File: config.mk
export PLATFORM = sky130hd
export DESIGN_NAME = output_layer_scorer
export DESIGN_NICKNAME = d
export VERILOG_FILES = /design/src/rtl/output_layer_pkg.sv /design/src/rtl/sat_mac_lane.sv /design/src/rtl/output_layer_scorer.sv
export SDC_FILE = /design/constraint.sdc
export NUM_CORES = 2
export LEC_CHECK = 0
export ABC_AREA = 1
export CORE_UTILIZATION = 43
export CTS_BUF_LIST = sky130_fd_sc_hd__clkbuf_4 sky130_fd_sc_hd__clkbuf_8
export DETAILED_ROUTE_END_ITERATION = 10
export MAX_ROUTING_LAYER = met4
export PLACE_DENSITY_LB_ADDON = 0.12
export SETUP_SLACK_MARGIN = 0.15
export SYNTH_ARGS = -nofsm -noshare
export SYNTH_HDL_FRONTEND = slang
export SYNTH_SLANG_ARGS = --single-unit
File: constraint.sdc
create_clock -name clk -period 17.5 [get_ports clk]
set_clock_uncertainty 0.15 [all_clocks]
set_input_delay 2.625 -clock clk [delete_from_list [all_inputs] [get_ports clk]]
set_output_delay 2.625 -clock clk [all_outputs]
set_load 0.02 [all_outputs]
File: src/rtl/output_layer_pkg.sv
// Shared constants and state encoding for the digit-classifier output layer.
// The argmax stage imports ACC_W from here so score widths stay in lockstep.
package output_layer_pkg;

  localparam int N_OUT = 10;
  localparam int ACC_W = 26;

  localparam logic signed [ACC_W-1:0] ACC_MAX = {1'b0, {(ACC_W-1){1'b1}}};
  localparam logic signed [ACC_W-1:0] ACC_MIN = {1'b1, {(ACC_W-1){1'b0}}};

  typedef enum logic [1:0] {
    ST_ACC  = 2'd0,
    ST_BIAS = 2'd1,
    ST_DONE = 2'd2
  } state_t;

endpackage

File: src/rtl/sat_mac_lane.sv
// One class lane: signed multiply-accumulate with saturation, bias add and clear.
// A clear coinciding with a MAC restarts the lane from that beat's product.
module sat_mac_lane
  import output_layer_pkg::*;
#(
  parameter int ACT_W = 8,
  parameter int W_W   = 8,
  parameter int B_W   = 16
) (
  input  logic                    clk,
  input  logic                    i_clr,
  input  logic                    i_mac,
  input  logic                    i_bias,
  input  logic signed [ACT_W-1:0] i_act,
  input  logic signed [W_W-1:0]   i_w,
  input  logic signed [B_W-1:0]   i_b,
  output logic signed [ACC_W-1:0] o_acc
);

  localparam int P_W = ACT_W + W_W;

  // Clamp on signed overflow: the extra sum bit disagrees with the sign bit.
  function automatic logic signed [ACC_W-1:0] sat_add(
    input logic signed [ACC_W-1:0] a,
    input logic signed [ACC_W-1:0] b
  );
    logic signed [ACC_W:0] sum;
    sum = {a[ACC_W-1], a} + {b[ACC_W-1], b};
    if (sum[ACC_W] != sum[ACC_W-1]) return sum[ACC_W] ? ACC_MIN : ACC_MAX;
    return sum[ACC_W-1:0];
  endfunction

  logic signed [P_W-1:0]   w_prod;
  logic signed [ACC_W-1:0] w_prod_ext;
  logic signed [ACC_W-1:0] w_bias_ext;
  logic signed [ACC_W-1:0] r_acc;

  assign w_prod     = P_W'(i_act) * P_W'(i_w);
  assign w_prod_ext = {{(ACC_W-P_W){w_prod[P_W-1]}}, w_prod};
  assign w_bias_ext = {{(ACC_W-B_W){i_b[B_W-1]}}, i_b};

  always_ff @(posedge clk) begin
    if (i_clr)       r_acc <= i_mac ? w_prod_ext : '0;
    else if (i_mac)  r_acc <= sat_add(r_acc, w_prod_ext);
    else if (i_bias) r_acc <= sat_add(r_acc, w_bias_ext);
  end

  assign o_acc = r_acc;

endmodule

File: src/rtl/output_layer_scorer.sv
// Output-layer scorer: accumulates N_HIDDEN weighted activations into 10 class
// scores, adds biases and presents them with a one-cycle scores_valid pulse.
module output_layer_scorer
  import output_layer_pkg::*;
#(
  parameter int N_HIDDEN = 32,
  parameter int ACT_W    = 8,
  parameter int W_W      = 8,
  parameter int B_W      = 16
) (
  input  logic                    clk,
  input  logic                    rst,
  input  logic                    in_valid,
  output logic                    in_ready,
  input  logic                    in_last,
  input  logic signed [ACT_W-1:0] h_act,
  input  logic [N_OUT*W_W-1:0]    w_bus,
  input  logic [N_OUT*B_W-1:0]    b_bus,
  output logic signed [ACC_W-1:0] s0,
  output logic signed [ACC_W-1:0] s1,
  output logic signed [ACC_W-1:0] s2,
  output logic signed [ACC_W-1:0] s3,
  output logic signed [ACC_W-1:0] s4,
  output logic signed [ACC_W-1:0] s5,
  output logic signed [ACC_W-1:0] s6,
  output logic signed [ACC_W-1:0] s7,
  output logic signed [ACC_W-1:0] s8,
  output logic signed [ACC_W-1:0] s9,
  output logic                    scores_valid,
  output logic                    frame_err
);

  localparam int               CNT_W    = (N_HIDDEN > 1) ? $clog2(N_HIDDEN) : 1;
  localparam logic [CNT_W-1:0] CNT_LAST = CNT_W'(N_HIDDEN - 1);

  state_t                  r_state;
  logic [CNT_W-1:0]        r_cnt;
  logic                    r_err;
  logic                    r_vld_p0;
  logic                    r_err_p0;
  logic signed [ACC_W-1:0] r_s   [N_OUT];
  logic signed [ACC_W-1:0] w_acc [N_OUT];
  logic                    w_accept;
  logic                    w_last_beat;
  logic                    w_bias;
  logic                    w_clr;

  assign in_ready    = (r_state == ST_ACC) && !rst;
  assign w_accept    = in_valid && in_ready;
  assign w_last_beat = (r_cnt == CNT_LAST);
  assign w_bias      = (r_state == ST_BIAS);
  // Lanes are cleared one cycle after ST_DONE, the same edge that copies them
  // to s0..s9, so the next frame's first beat can already land on that edge.
  assign w_clr       = rst || r_vld_p0;

  for (genvar k = 0; k < N_OUT; k++) begin : g_lane
    sat_mac_lane #(
      .ACT_W (ACT_W),
      .W_W   (W_W),
      .B_W   (B_W)
    ) u_lane (
      .clk    (clk),
      .i_clr  (w_clr),
      .i_mac  (w_accept),
      .i_bias (w_bias),
      .i_act  (h_act),
      .i_w    (w_bus[k*W_W +: W_W]),
      .i_b    (b_bus[k*B_W +: B_W]),
      .o_acc  (w_acc[k])
    );
  end

  always_ff @(posedge clk) begin
    if (rst) begin
      r_state      <= ST_ACC;
      r_cnt        <= '0;
      r_err        <= 1'b0;
      r_vld_p0     <= 1'b0;
      r_err_p0     <= 1'b0;
      scores_valid <= 1'b0;
      frame_err    <= 1'b0;
      for (int k = 0; k < N_OUT; k++) r_s[k] <= '0;
    end else begin
      // Output stage: publish the finished frame one cycle after ST_DONE.
      scores_valid <= r_vld_p0;
      frame_err    <= r_vld_p0 && r_err_p0;
      r_vld_p0     <= 1'b0;
      if (r_vld_p0) begin
        for (int k = 0; k < N_OUT; k++) r_s[k] <= w_acc[k];
      end
      case (r_state)
        ST_ACC: begin
          if (w_accept) begin
            r_cnt <= r_cnt + 1'b1;
            if (in_last != w_last_beat) r_err <= 1'b1;
            if (w_last_beat) r_state <= ST_BIAS;
          end
        end
        ST_BIAS: r_state <= ST_DONE;
        ST_DONE: begin
          r_vld_p0 <= 1'b1;
          r_err_p0 <= r_err;
          r_err    <= 1'b0;
          r_cnt    <= '0;
          r_state  <= ST_ACC;
        end
        default: r_state <= ST_ACC;
      endcase
    end
  end

  assign s0 = r_s[0];
  assign s1 = r_s[1];
  assign s2 = r_s[2];
  assign s3 = r_s[3];
  assign s4 = r_s[4];
  assign s5 = r_s[5];
  assign s6 = r_s[6];
  assign s7 = r_s[7];
  assign s8 = r_s[8];
  assign s9 = r_s[9];

endmodule
==> metrics.csv <==
metric,value,unit
status,completed,
drtIter0Drc,5777,
synth.distinct_cells,56,
stdcell_count,15400,
dieArea,0.197,mm^2
synthesis.area_per_instance,6.82,um^2
via_per_inst,5.16,
netlist_top_cells_area,"edfxtp_1 19%, nand2_1 15%, fa_1 14%",
ys_seq_elements,532,
drv_slew,0,
crit_required,17940,ps
multi_input_area,0.0576,mm^2
clk_transition_reported_paths,60,ps
grt_pass1_vias,78000,
hold_class,flop to flop,
path_class,primary input to flop,
dp.cells,15100,
layout-drive-gt1-share,3.09,%
cts_root_buffer,clkbuf_8,
fmax,100,MHz
first_pass_iters,6,
synth_edf_count,520,
tns,0,ps
hold_viol,0,
final-setup-viol-count,0,
synth-async-reset-ratio,0,%
antenna_found_initial,48,
fin_util,48.1,%
h-tree-depth,3,
ant_nets,0,
slowest_stage,xor2_1,
wl_per_cell,18.4,um
relSlewSlack,8.03,%
worst_path_most_repeated_cell,nand2_1,
max_stage_delay,1060,ps
timing.final.crit_share,57.0,%
clk_latency,880,ps
io_pins,515,
chipHeight,444,um
grt.total_usage,29.1,%
nets,14400,
num-fill-cells,20300,
worstSetupEndpointType,flop,
netlist_area,0.0841,mm^2
gp_congestion,0.976,
synthFlopType,edfxtp_1,
critPathArrivalTime,10420,ps
rows,162,
drt-total-wl,283000,um
start_util,43.2,%
yosysWarnings,0,
cts_tree,done,
seq_area_frac_synth,18.8,%
startpoint_type,primary input,
cap_violations,0,
core_area,0.195,mm^2
regArea,0.0159,mm^2
synth_area_leader_cell,edfxtp_1,
cts.sinks,532,
synth_top_area_share,18.6,%
rsz0062_at_grt,false,
worst_slew_pin_slew,1370,ps
post_cts_buffers,0,
synth_cells,12300,
dp_hpwl,235000,um
vias,79300,
place_area,0.0914,mm^2
drc,0,
die_width,444,um
critical_path.max_fanout,25,
cts_hold_repair.buffers,0,
grt_pass1_wl,442000,um
fin_area,0.0937,mm^2
cts_resized,0,
cts_buffer_depth,3,
grt_max_degree,84,
cts-buffers-inserted,107,
period_needed,9970,ps
port_buffers,514,
overflow,0,
area_delta_synth_final,11.3,%
syn_nets,14000,
kinds of logic after synthesis:
kind of cell / after synthesis / synth area share (%)
fa+ha+maj: 1402 / 25.9
xor+xnor: 499 / 5.19
flops: 532 / 18.8
buf+inv: 2765 / 12.7
simple gates: 5954 / 29.4
compound gates: 1186 / 7.94
area by class of cell:
cell class	instances	area share (%)
Sequential cell	532	16.9
Clock buffer	143	1.89
Antenna cell	37	0.0989
Tap cell	2542	3.40
Inverter	2483	9.97
Multi-Input combinational cell	9041	61.5
Timing Repair Buffer	548	5.76
Clock inverter	56	0.456
cell usage in the layout, fill, tap and decap left out, types with 10 or more instances in the layout:
| cell | count |
|---|---|
| o21bai_1 | 99 |
| o21a_1 | 11 |
| nor2_2 | 14 |
| nor3_1 | 105 |
| nand3_1 | 845 |
| xnor2_1 | 158 |
| buf_4 | 41 |
| clkbuf_4 | 31 |
| diode_2 | 37 |
| nor4_1 | 21 |
| clkbuf_8 | 112 |
| nand2_2 | 42 |
| inv_2 | 21 |
| nand3_2 | 21 |
| o221ai_1 | 10 |
| fa_1 | 570 |
| and2_1 | 21 |
| xor2_1 | 341 |
| o21ai_1 | 11 |
| a21boi_0 | 26 |
| a21oi_1 | 600 |
| a21o_1 | 42 |
| nand4_1 | 163 |
| or2_2 | 23 |
| clkinv_1 | 27 |
| clkinv_2 | 24 |
| dfxtp_1 | 12 |
| nand2_1 | 3438 |
| inv_1 | 2453 |
| a31oi_1 | 38 |
| clkdlybuf4s50_1 | 506 |
| ha_1 | 832 |
| nor2_1 | 1193 |
| o21ai_0 | 293 |
| nand3b_1 | 36 |
| a211oi_1 | 14 |
| edfxtp_1 | 520 |
| a21oi_2 | 21 |
per-stage QoR:
step / setup slack, ps / hold slack, ps
after floorplan: 7470 / 260
after global placement: 6740 / 280
after detailed placement: 6620 / 279
after CTS: 7610 / 273
after global routing: 7080 / 303
final: 7530 / 258
worst paths after layout:
kind,startpoint,end,slack [ps],cells past startpoint
worst max register to register,r_state[1],g_lane[1].u_lane.o_acc[16],12810,9
worst max-delay path,h_act[0],g_lane[9].u_lane.o_acc[22],7530,30
worst min register to register,r_err_p0,frame_err,260,2
worst min-delay path,r_err_p0,frame_err,260,2
cells in the mapped netlist, types with 10 or more instances:
library cell / count
or2_2: 23
inv_1: 2454
xor2_1: 341
buf_6: 12
a21oi_1: 600
edfxtp_1: 520
nand3_1: 845
xnor2_1: 158
inv_2: 23
nand3b_1: 36
a21boi_0: 26
nand2_1: 3439
a21oi_2: 21
clkbuf_2: 62
nor4_1: 21
nand3_2: 21
and2_1: 21
nor2_1: 1194
dfxtp_1: 12
buf_2: 44
nor2_2: 15
nor3_1: 105
nand2_2: 42
fa_1: 570
o21a_1: 11
a31oi_1: 38
ha_1: 832
o221ai_1: 10
o21bai_1: 99
o21ai_0: 293
buf_1: 14
nand4_1: 163
buf_4: 25
o21ai_1: 11
a211oi_1: 14
a21o_1: 42
clkbuf_1: 124
metal layers:
layer	wire length, um	vias to the layer above	global-route usage, %
li1	-	39500	-
met1	136000	37400	40.7
met2	124000	2091	44.5
met3	15200	318	3.05
met4	8090	0	8.62
met5	0	-	-
sequential cells by signal, summed over array words and instances (netlist names):
| name | cells |
|---|---|
| g_lane.u_lane.o_acc | 260 |
| r_s | 260 |
| r_cnt | 5 |
| r_state | 2 |
| frame_err | 1 |
| r_err | 1 |
| r_err_p0 | 1 |
| r_vld_p0 | 1 |
| scores_valid | 1 |
worst max-delay path, delay by kind of cell:
| kind | cells | cell delay (ps) |
|---|---|---|
| AO/OA/AOI/OAI | 2 | 800 |
| AND/OR/NAND/NOR | 14 | 1750 |
| buffers and inverters | 7 | 1430 |
| XOR/XNOR | 1 | 1060 |
| adder cells (fa/ha/maj) | 6 | 2720 |
Power is left out: the tool's default activity adds up to more than one toggle a clock period on the data nets, which glitch-free logic cannot reach.
